==> src/rtl/tempo_step_sequencer.sv <==
// Tempo-locked step sequencer: a STEPS-entry pattern advanced on the selected tempo subdivision,
// driving note/trigger/gate to the voice datapath.
module tempo_step_sequencer #(
    parameter int unsigned STEPS      = 16,
    parameter int unsigned NOTE_WIDTH = 7,
    parameter int unsigned GATE_WIDTH = 16,
    localparam int unsigned SW        = $clog2(STEPS)
) (
    input  logic                  clock_in,
    input  logic                  reset_n,
    input  logic                  tick_quarter,
    input  logic                  tick_eighth,
    input  logic                  tick_sixteenth,
    input  logic [1:0]            division,
    input  logic                  start,
    input  logic                  stop,
    input  logic [SW-1:0]         loop_last,
    input  logic [GATE_WIDTH-1:0] gate_len,
    input  logic                  cfg_we,
    input  logic [SW-1:0]         cfg_addr,
    input  logic [NOTE_WIDTH-1:0] cfg_note,
    input  logic                  cfg_active,
    output logic [NOTE_WIDTH-1:0] note_out,
    output logic                  trigger,
    output logic                  gate,
    output logic [SW-1:0]         step_idx,
    output logic                  running
);

    typedef enum logic [1:0] {
        StIdle,
        StArmed,
        StPlaying
    } state_e;

    state_e state_q, state_d;

    // Tick bits ordered {sixteenth, eighth, quarter}
    logic [2:0] tick_raw;
    logic [2:0] sync1_q, sync1_d;
    logic [2:0] sync2_q, sync2_d;
    logic [2:0] prev_q, prev_d;
    logic [2:0] tick_rise;
    logic       step_pulse;

    logic [NOTE_WIDTH-1:0] note_mem_q [STEPS];
    logic [NOTE_WIDTH-1:0] note_mem_d [STEPS];
    logic [STEPS-1:0]      active_mem_q, active_mem_d;

    logic [NOTE_WIDTH-1:0] note_q, note_d;
    logic                  trig_q, trig_d;
    logic                  gate_q, gate_d;
    logic [SW-1:0]         step_q, step_d;
    logic [GATE_WIDTH-1:0] gcnt_q, gcnt_d;
    logic [SW-1:0]         step_next;

    assign tick_raw = {tick_sixteenth, tick_eighth, tick_quarter};

    always_comb begin
        sync1_d = tick_raw;
        sync2_d = sync1_q;
        prev_d  = sync2_q;
    end

    assign tick_rise = sync2_q & ~prev_q;

    always_comb begin
        step_pulse = 1'b0;
        unique case (division)
            2'd0:    step_pulse = tick_rise[0];
            2'd1:    step_pulse = tick_rise[1];
            default: step_pulse = tick_rise[2];
        endcase
    end

    // Pattern writes land at the edge, so a play on that same edge still sees the old entry.
    always_comb begin
        note_mem_d   = note_mem_q;
        active_mem_d = active_mem_q;
        if (cfg_we) begin
            note_mem_d[cfg_addr]   = cfg_note;
            active_mem_d[cfg_addr] = cfg_active;
        end
    end

    always_comb begin
        if (state_q == StArmed) begin
            step_next = '0;
        end else if (step_q >= loop_last) begin
            step_next = '0;
        end else begin
            step_next = step_q + SW'(1);
        end
    end

    always_comb begin
        state_d = state_q;
        step_d  = step_q;
        note_d  = note_q;
        trig_d  = 1'b0;
        gate_d  = gate_q;
        gcnt_d  = gcnt_q;

        // A high gate with a zero count is the hold-until-next-step mode.
        if (gate_q && (gcnt_q != '0)) begin
            gcnt_d = gcnt_q - GATE_WIDTH'(1);
            if (gcnt_q == GATE_WIDTH'(1)) begin
                gate_d = 1'b0;
            end
        end

        if (stop) begin
            state_d = StIdle;
            step_d  = '0;
            gate_d  = 1'b0;
            gcnt_d  = '0;
        end else begin
            unique case (state_q)
                StIdle: begin
                    if (start) begin
                        state_d = StArmed;
                    end
                end
                StArmed, StPlaying: begin
                    if (step_pulse) begin
                        state_d = StPlaying;
                        step_d  = step_next;
                        if (active_mem_q[step_next]) begin
                            note_d = note_mem_q[step_next];
                            trig_d = 1'b1;
                            gate_d = 1'b1;
                            gcnt_d = gate_len;
                        end else if (gate_len == '0) begin
                            gate_d = 1'b0;
                            gcnt_d = '0;
                        end
                    end
                end
                default: state_d = StIdle;
            endcase
        end
    end

    always_ff @(posedge clock_in or negedge reset_n) begin
        if (!reset_n) begin
            state_q      <= StIdle;
            sync1_q      <= '0;
            sync2_q      <= '0;
            prev_q       <= '0;
            active_mem_q <= '0;
            note_q       <= '0;
            trig_q       <= 1'b0;
            gate_q       <= 1'b0;
            step_q       <= '0;
            gcnt_q       <= '0;
            for (int i = 0; i < int'(STEPS); i++) begin
                note_mem_q[i] <= '0;
            end
        end else begin
            state_q      <= state_d;
            sync1_q      <= sync1_d;
            sync2_q      <= sync2_d;
            prev_q       <= prev_d;
            active_mem_q <= active_mem_d;
            note_q       <= note_d;
            trig_q       <= trig_d;
            gate_q       <= gate_d;
            step_q       <= step_d;
            gcnt_q       <= gcnt_d;
            for (int i = 0; i < int'(STEPS); i++) begin
                note_mem_q[i] <= note_mem_d[i];
            end
        end
    end

    assign note_out = note_q;
    assign trigger  = trig_q;
    assign gate     = gate_q;
    assign step_idx = step_q;
    assign running  = (state_q != StIdle);

endmodule

==> config.mk <==
export PLATFORM = sky130hd
export DESIGN_NAME = tempo_step_sequencer
export DESIGN_NICKNAME = d
export VERILOG_FILES = /design/src/rtl/tempo_step_sequencer.sv
export SDC_FILE = /design/constraint.sdc
export NUM_CORES = 1
export LEC_CHECK = 0
export CORE_MARGIN = 10
export CORE_UTILIZATION = 55
export CTS_BUF_LIST = sky130_fd_sc_hd__clkbuf_4 sky130_fd_sc_hd__clkbuf_8
export DETAILED_ROUTE_END_ITERATION = 10
export PLACE_DENSITY = 0.75
export SKIP_LAST_GASP = 1
export SLEW_MARGIN = 20
export SYNTH_ARGS = -nofsm -noshare
export SYNTH_HDL_FRONTEND = slang
export SYNTH_SLANG_ARGS = --single-unit
==> constraint.sdc <==
create_clock -name clock_in -period 6.5 [get_ports clock_in]
set_clock_uncertainty 0.1 [all_clocks]
set_input_delay 1.3 -clock clock_in [delete_from_list [all_inputs] [get_ports clock_in]]
set_output_delay 1.3 -clock clock_in [all_outputs]
set_load 0.01 [all_outputs]
==> results.md, run 1 <==
- Status: finished clean
- Post-synthesis sequential area ratio: 0.527
- Type of element launching the critical path: primary input
- Sequence of cells on the critical path: clkdlybuf4s50_1 > inv_1 > ha_1 > a2111oi_0 > o21a_1 > buf_4 > a22oi_1 > o21a_1 > o32a_1 > o21ai_1 > o2bb2ai_1
- # diodes: 0
- Cell leakage power: 0.00390 uW
- Count of final setup violators: 0
- Skew-Pair Late Insertion Delay: 470 ps
- Hold-fix buffers, CTS: 0
- Worst hold stages: 0
- CP startpoint: loop_last[3]
- Pint: 2020 uW
- Initial core utilization: 0.568
- Port Buf Inserts: 55
- Final period utilization: 0.767
- Pwr/cell area: 309 mW/mm^2
- CP max stage delay: 880 ps
- Initial antenna violation count: 0
- Die height: 140 um
- Number of synthesized flops with an enable pin: 0
- Root Driver: clkbuf_8
- Final Critical Period: 4980 ps
- Post-layout util: 0.648
- Nets: 772
- R2R setup slack: 2210 ps
- Initial DRC count: 411
- Cell mode on critical path: o21a_1
- Critical path data required time: 6700 ps
- P_sw: 791 uW
- Slowest-stage cell, CP: a2111oi_0
- Htree depth: 4
- Sinks on Clock Net: 168
- Grt total ovfl: 0
- Cell area after synthesis: 0.00797 sq mm
- First-pass GRT wire length: 30200 um
- Area Overhead vs Synth: 14.1%
- Die area: 0.0197 sq mm
- Hold Path Class: reg2reg
- Avg Cell Area, Syn: 11.8 sq um
- Worst hold start: sync1_q[1]$_DFF_PN0_
- Share of cells above drive strength 1: 0.252
- GP Congestion: 0.848
- Clock slew at reported path FFs: 80 ps
- R2r startpoint: step_idx[0]$_DFFE_PN0P_
- Commonest non-fill, non-tap cells in the layout: dfrtp_1, mux2_2, nor2_1
- CTS tree: built
- Synth cell types: 53
- Post-synth ARST share: 1.00
- Worst r2r path cells: 9
- Hold Fails Final Rpt: 0
- Die X: 140 um
- Routed length per placed instance: 19.9 um
- Gate power share: 0.217
- RSZ-0062 raised after global routing: false
- Synthesis-stage register bit count: 168
- Worst vdd ir: 0.202 mV
- CP max FO: 29
- Number of warnings issued by yosys: 0
- Setup TNS: 0 ps
- GRT Resource Usage Total: 0.188
- Residual DRC: 0
- Pre-Repair DR Iteration Count: 5
- Final Max Tran Viols: 0
- CP Capture Type: register
- Max-Cap Viols: 0
- Commonest non-fill, non-tap cell in the layout: dfrtp_1
- Row count: 43
- Main flop type after synthesis: dfrtp_1
- Core area: 0.0140 sq mm
- Net Sw Frac: 0.282
- Post-CTS Setup Repair Bufs: 0
- Worst slew pin tran: 1110 ps
- Via count: 5468
- Maximum clock frequency: 201 MHz
- Post-cts resize count: 0
- Vias in the first global route: 5910
- CP arrival: 5190 ps
- Avg Vias per Cell: 5.99
- Rel. slew slack: 0.258
- Final WL: 18100 um
- Final ANT Viol Nets: 0
- HPWL after DPL: 12200 um
- Sequential share of power: 0.489
- Cts bufs inserted: 17
- Clock power share: 0.293
- Max clock buf depth: 2
- Syn_nets: 728
- Largest net degree at the start of global routing: 120
- I/O pin cnt: 56
- Post-Syn Instances: 676
- CP Class: in2reg
## path summary, 6_finish.rpt
path / endpoint
setup / recovery: gcnt_q[14]$_DFF_PN0_
hold / removal: prev_d[1]$_DFF_PN0_
setup reg to reg: gcnt_q[14]$_DFF_PN0_
hold reg to reg: prev_d[1]$_DFF_PN0_
max in group asynchronous: note_mem_q[52]$_DFFE_PN0P_
min in group asynchronous: note_mem_q[13]$_DFFE_PN0P_
## final cells by class
type	instances	area [sq um]
Clock buffer	18	248
Clock inverter	14	196
Fill cell	1047	4950
Inverter	13	48.8
Multi-Input combinational cell	459	3570
Sequential cell	168	4200
Tap cell	180	225
Timing Repair Buffer	61	599
## cell usage after synthesis (3+ instances only)
cell,count,area (sq um)
dfrtp_1,168,4200
mux2_2,135,1520
nor2_1,112,420
mux2i_1,29,290
o22ai_1,28,175
clkbuf_1,25,93.8
o2bb2ai_1,15,131
nand2_1,14,52.6
inv_1,13,48.8
o21ai_0,11,55.1
ha_1,10,125
xnor2_1,9,78.8
nor4_1,8,50.1
xor2_1,8,70.1
a21oi_1,7,35.0
nand2b_1,7,43.8
nor3_1,7,35.0
o31ai_1,7,52.6
buf_1,4,15.0
buf_2,4,20.0
nand3_1,4,20.0
or3_1,4,25.0
a211oi_1,3,22.5
nand3b_1,3,22.5
nor4b_1,3,26.3
o21ai_1,3,15.0
## state kept, by name, indices dropped and copies added, names as in the netlist
| register | cells |
|---|---|
| sync1_q | 3 |
| gate | 1 |
| gcnt_q | 16 |
| trigger | 1 |
| prev_d | 3 |
| step_idx | 4 |
| note_mem_q | 112 |
| active_mem_q | 16 |
| state_q | 2 |
| prev_q | 3 |
| note_out | 7 |
## worst max-delay path: cells and delay by family
family                   cells  cell delay, ps
buffers and inverters        3             820
AO/OA/AOI/OAI                7            2730
adder cells (fa/ha/maj)      1             320
## per-stage QoR
stage | worst slack [ps] | hold slack, ps | total power [uW] | std cells | cell area [sq um]
after global routing | 1310 | 266 | 2960 | 913 | 9090
after global placement | 1220 | 240 | 1970 | 881 | 8650
after CTS | 1590 | 254 | 2830 | 913 | 9090
after floorplan | 2770 | 231 | 1790 | 676 | 7970
final | 1520 | 252 | 2810 | 913 | 9090
after detailed placement | 1070 | 236 | 2000 | 881 | 8650
## logic make-up (layout without fill, tap and decap cells)
group           count (synthesis)  after routing  share of synthesized area
buf+inv                        49            106                     0.0261
fa+ha+maj                      10             10                     0.0157
compound gates                 90             90                     0.0779
flops                         168            168                      0.527
simple gates                  176            176                      0.102
mux                           166            166                      0.233
xor+xnor                       17             17                     0.0187
## metal layers
metal  GRT usage  vias up  part of all wire  routed length (um)
met2       0.310      136              0.49                8820
li1            -     2501                 -                   -
met5           0        -                 0                   0
met1       0.234     2801              0.44                8070
met4      0.0636        0             0.018                 327
met3      0.0510       30             0.051                 928
## power by group through the flow
stage	registers (uW)	logic (uW)	clock network, uW
2_1_floorplan	1360	429	0
3_3_place_gp	1380	588	0
3_5_place_dp	1390	612	0
4_1_cts	1370	615	839
5_1_grt	1400	674	888
6_report	1370	610	824
(Power assumes the default switching activity.)
==> run 2, diff against run 1 <==
--- a/config.mk
+++ b/config.mk
@@ -9,7 +9,7 @@
 export CORE_UTILIZATION = 55
 export CTS_BUF_LIST = sky130_fd_sc_hd__clkbuf_4 sky130_fd_sc_hd__clkbuf_8
 export DETAILED_ROUTE_END_ITERATION = 10
-export PLACE_DENSITY = 0.75
+export PLACE_DENSITY = 0.78
 export SKIP_LAST_GASP = 1
 export SLEW_MARGIN = 20
 export SYNTH_ARGS = -nofsm -noshare
==> constraint.sdc (replaced) <==
create_clock -name clock_in -period 4.4 [get_ports clock_in]
set_clock_uncertainty 0.1 [all_clocks]
set_input_delay 0.88 -clock clock_in [delete_from_list [all_inputs] [get_ports clock_in]]
set_output_delay 0.88 -clock clock_in [all_outputs]
set_load 0.01 [all_outputs]
==> run 2 against run 1 <==
Worst hold slack improved by 1.8 ps. Final cell count increased by 0.55%. Combinational power increased by 50%. Non-clock buffer count increased by 5. Global-route usage increased by 0.20 points. Sequential power increased by 48%. Routed wire length increased by 2.6%. Highest routed layer unchanged.
==> results.md, run 2 (synthesized netlist as in run 1, its figures left out) <==
- Final Critical Period: 3670 ps
- CP max stage delay: 460 ps
- Pwr/cell area: 453 mW/mm^2
- CTS tree: built
- CP Capture Type: register
- Htree depth: 4
- Final Max Tran Viols: 0
- # diodes: 0
- CP max FO: 17
- Nets: 777
- Final period utilization: 0.834
- Avg Vias per Cell: 5.96
- Status: finished clean
- Worst reg2reg endpoint: gcnt_q[5]$_DFF_PN0_
- Post-cts resize count: 0
- Critical path data required time: 4690 ps
- HPWL after DPL: 12300 um
- Final cell count without fillers: 918
- Type of element launching the critical path: primary input
- Initial DRC count: 297
- R2R setup slack: 850 ps
- Largest regs: note_mem_q (112), active_mem_q (16), gcnt_q (16)
- Cell leakage power: 0.00392 uW
- Port Buf Inserts: 55
- Core area: 0.0140 sq mm
- Max-Cap Viols: 0
- Hold Path Class: reg2reg
- Max clock buf depth: 2
- Commonest non-fill, non-tap cell in the layout: dfrtp_1
- Fillers: 1035
- GRT Resource Usage Total: 0.190
- Area Overhead vs Synth: 14.7%
- Cells after DPL: 886
- Routed length per placed instance: 20.3 um
- CP Capture Point: gcnt_q[5]$_DFF_PN0_
- RSZ-0062 raised after global routing: false
- Worst slew pin tran: 1050 ps
- Sinks on Clock Net: 168
- Slowest-stage cell, CP: clkdlybuf4s50_1
- Initial core utilization: 0.568
- Die X: 140 um
- GP Congestion: 0.848
- Die area: 0.0197 sq mm
- Vias in the first global route: 5692
- Final WL: 18600 um
- Post-CTS Setup Repair Bufs: 0
- Setup TNS: 0 ps
- I/O pin cnt: 56
- R2r startpoint: step_idx[0]$_DFFE_PN0P_
- Share of cells above drive strength 1: 0.257
- Die height: 140 um
- Skew-Pair Late Insertion Delay: 460 ps
- Residual DRC: 0
- Grt total ovfl: 0
- First-pass GRT wire length: 30100 um
- Worst hold stages: 0
- Hold Fails Final Rpt: 0
- Worst vdd ir: 0.356 mV
- Largest net degree at the start of global routing: 94
- Clock slew at reported path FFs: 90 ps
- CP Class: in2reg
- Count of final setup violators: 0
- Row count: 43
- Root Driver: clkbuf_8
- Commonest non-fill, non-tap cells in the layout: dfrtp_1, mux2_2, nor2_1
- CP startpoint: loop_last[1]
- Worst r2r path cells: 10
- Rel. slew slack: 0.296
- Initial antenna violation count: 0
- Via count: 5471
- Pre-Repair DR Iteration Count: 5
- Sequence of cells on the critical path: clkdlybuf4s50_1 > inv_1 > ha_1 > o211ai_1 > o21a_2 > a31oi_1 > o22a_1 > o32a_1 > nor3_4 > buf_4 > o2bb2ai_1
- Final ANT Viol Nets: 0
- Cts bufs inserted: 17
- Largest register FFs: 112
- Maximum clock frequency: 273 MHz
- CP arrival: 3950 ps
- Most flops, register: note_mem_q
- Hold-fix buffers, CTS: 0
==> run 2: stage by stage <==
stage | total power [uW] | cell area (sq um) | util | worst slack, ps | hold slack [ps]
2_1_floorplan | 2640 | 7970 | - | 1090 | 231
3_5_place_dp | 2970 | 8710 | 0.620 | 269 | 237
6_report | 4150 | 9150 | 0.651 | 732 | 253
4_1_cts | 4160 | 9150 | 0.651 | 768 | 256
3_3_place_gp | 2910 | 8710 | 0.620 | 409 | 236
5_1_grt | 4350 | 9150 | 0.651 | 569 | 258
==> run 2: worst max-delay path: cells and delay by family <==
kind / cells / cell delay (ps)
AO/OA/AOI/OAI: 6 / 1550
adder cells (fa/ha/maj): 1 / 290
buffers and inverters: 3 / 820
AND/OR/NAND/NOR: 1 / 400
==> run 2: cell type report <==
class / instances / area [sq um] / area share
inverters: 13 / 48.8 / 0.00534
flip-flops and latches: 168 / 4200 / 0.460
clock inverters: 12 / 163 / 0.0178
well taps: 180 / 225 / 0.0246
repair buffers: 66 / 659 / 0.0721
multi-input cells: 459 / 3570 / 0.390
clock buffers: 20 / 275 / 0.0301
==> run 2: worst min-delay path by stage <==
| stage | startpoint | to | slack (ps) |
|---|---|---|---|
| final | sync1_q[1]$_DFF_PN0_ | prev_d[1]$_DFF_PN0_ | 250 |
| after global routing | sync1_q[1]$_DFF_PN0_ | prev_d[1]$_DFF_PN0_ | 260 |
| after CTS | sync1_q[1]$_DFF_PN0_ | prev_d[1]$_DFF_PN0_ | 260 |
| after detailed placement | sync1_q[1]$_DFF_PN0_ | prev_d[1]$_DFF_PN0_ | 240 |
| after global placement | sync1_q[1]$_DFF_PN0_ | prev_d[1]$_DFF_PN0_ | 240 |
| after floorplan | sync1_q[0]$_DFF_PN0_ | prev_d[0]$_DFF_PN0_ | 230 |
==> run 2: where the power goes <==
group / switching [uW] / leakage [uW] / total [uW] / internal, uW
Combinational: 419 / 0.00161 / 916 / 497
Clock: 583 / 0.000205 / 1200 / 613
Sequential: 180 / 0.00210 / 2030 / 1850
==> run 2: layer usage <==
metal | up-vias | global-route usage | share of wire
li1 | 2513 | - | -
met1 | 2748 | 0.239 | 0.43
met2 | 179 | 0.309 | 0.48
met3 | 31 | 0.0561 | 0.063
met4 | 0 | 0.0609 | 0.021
met5 | - | 0 | 0
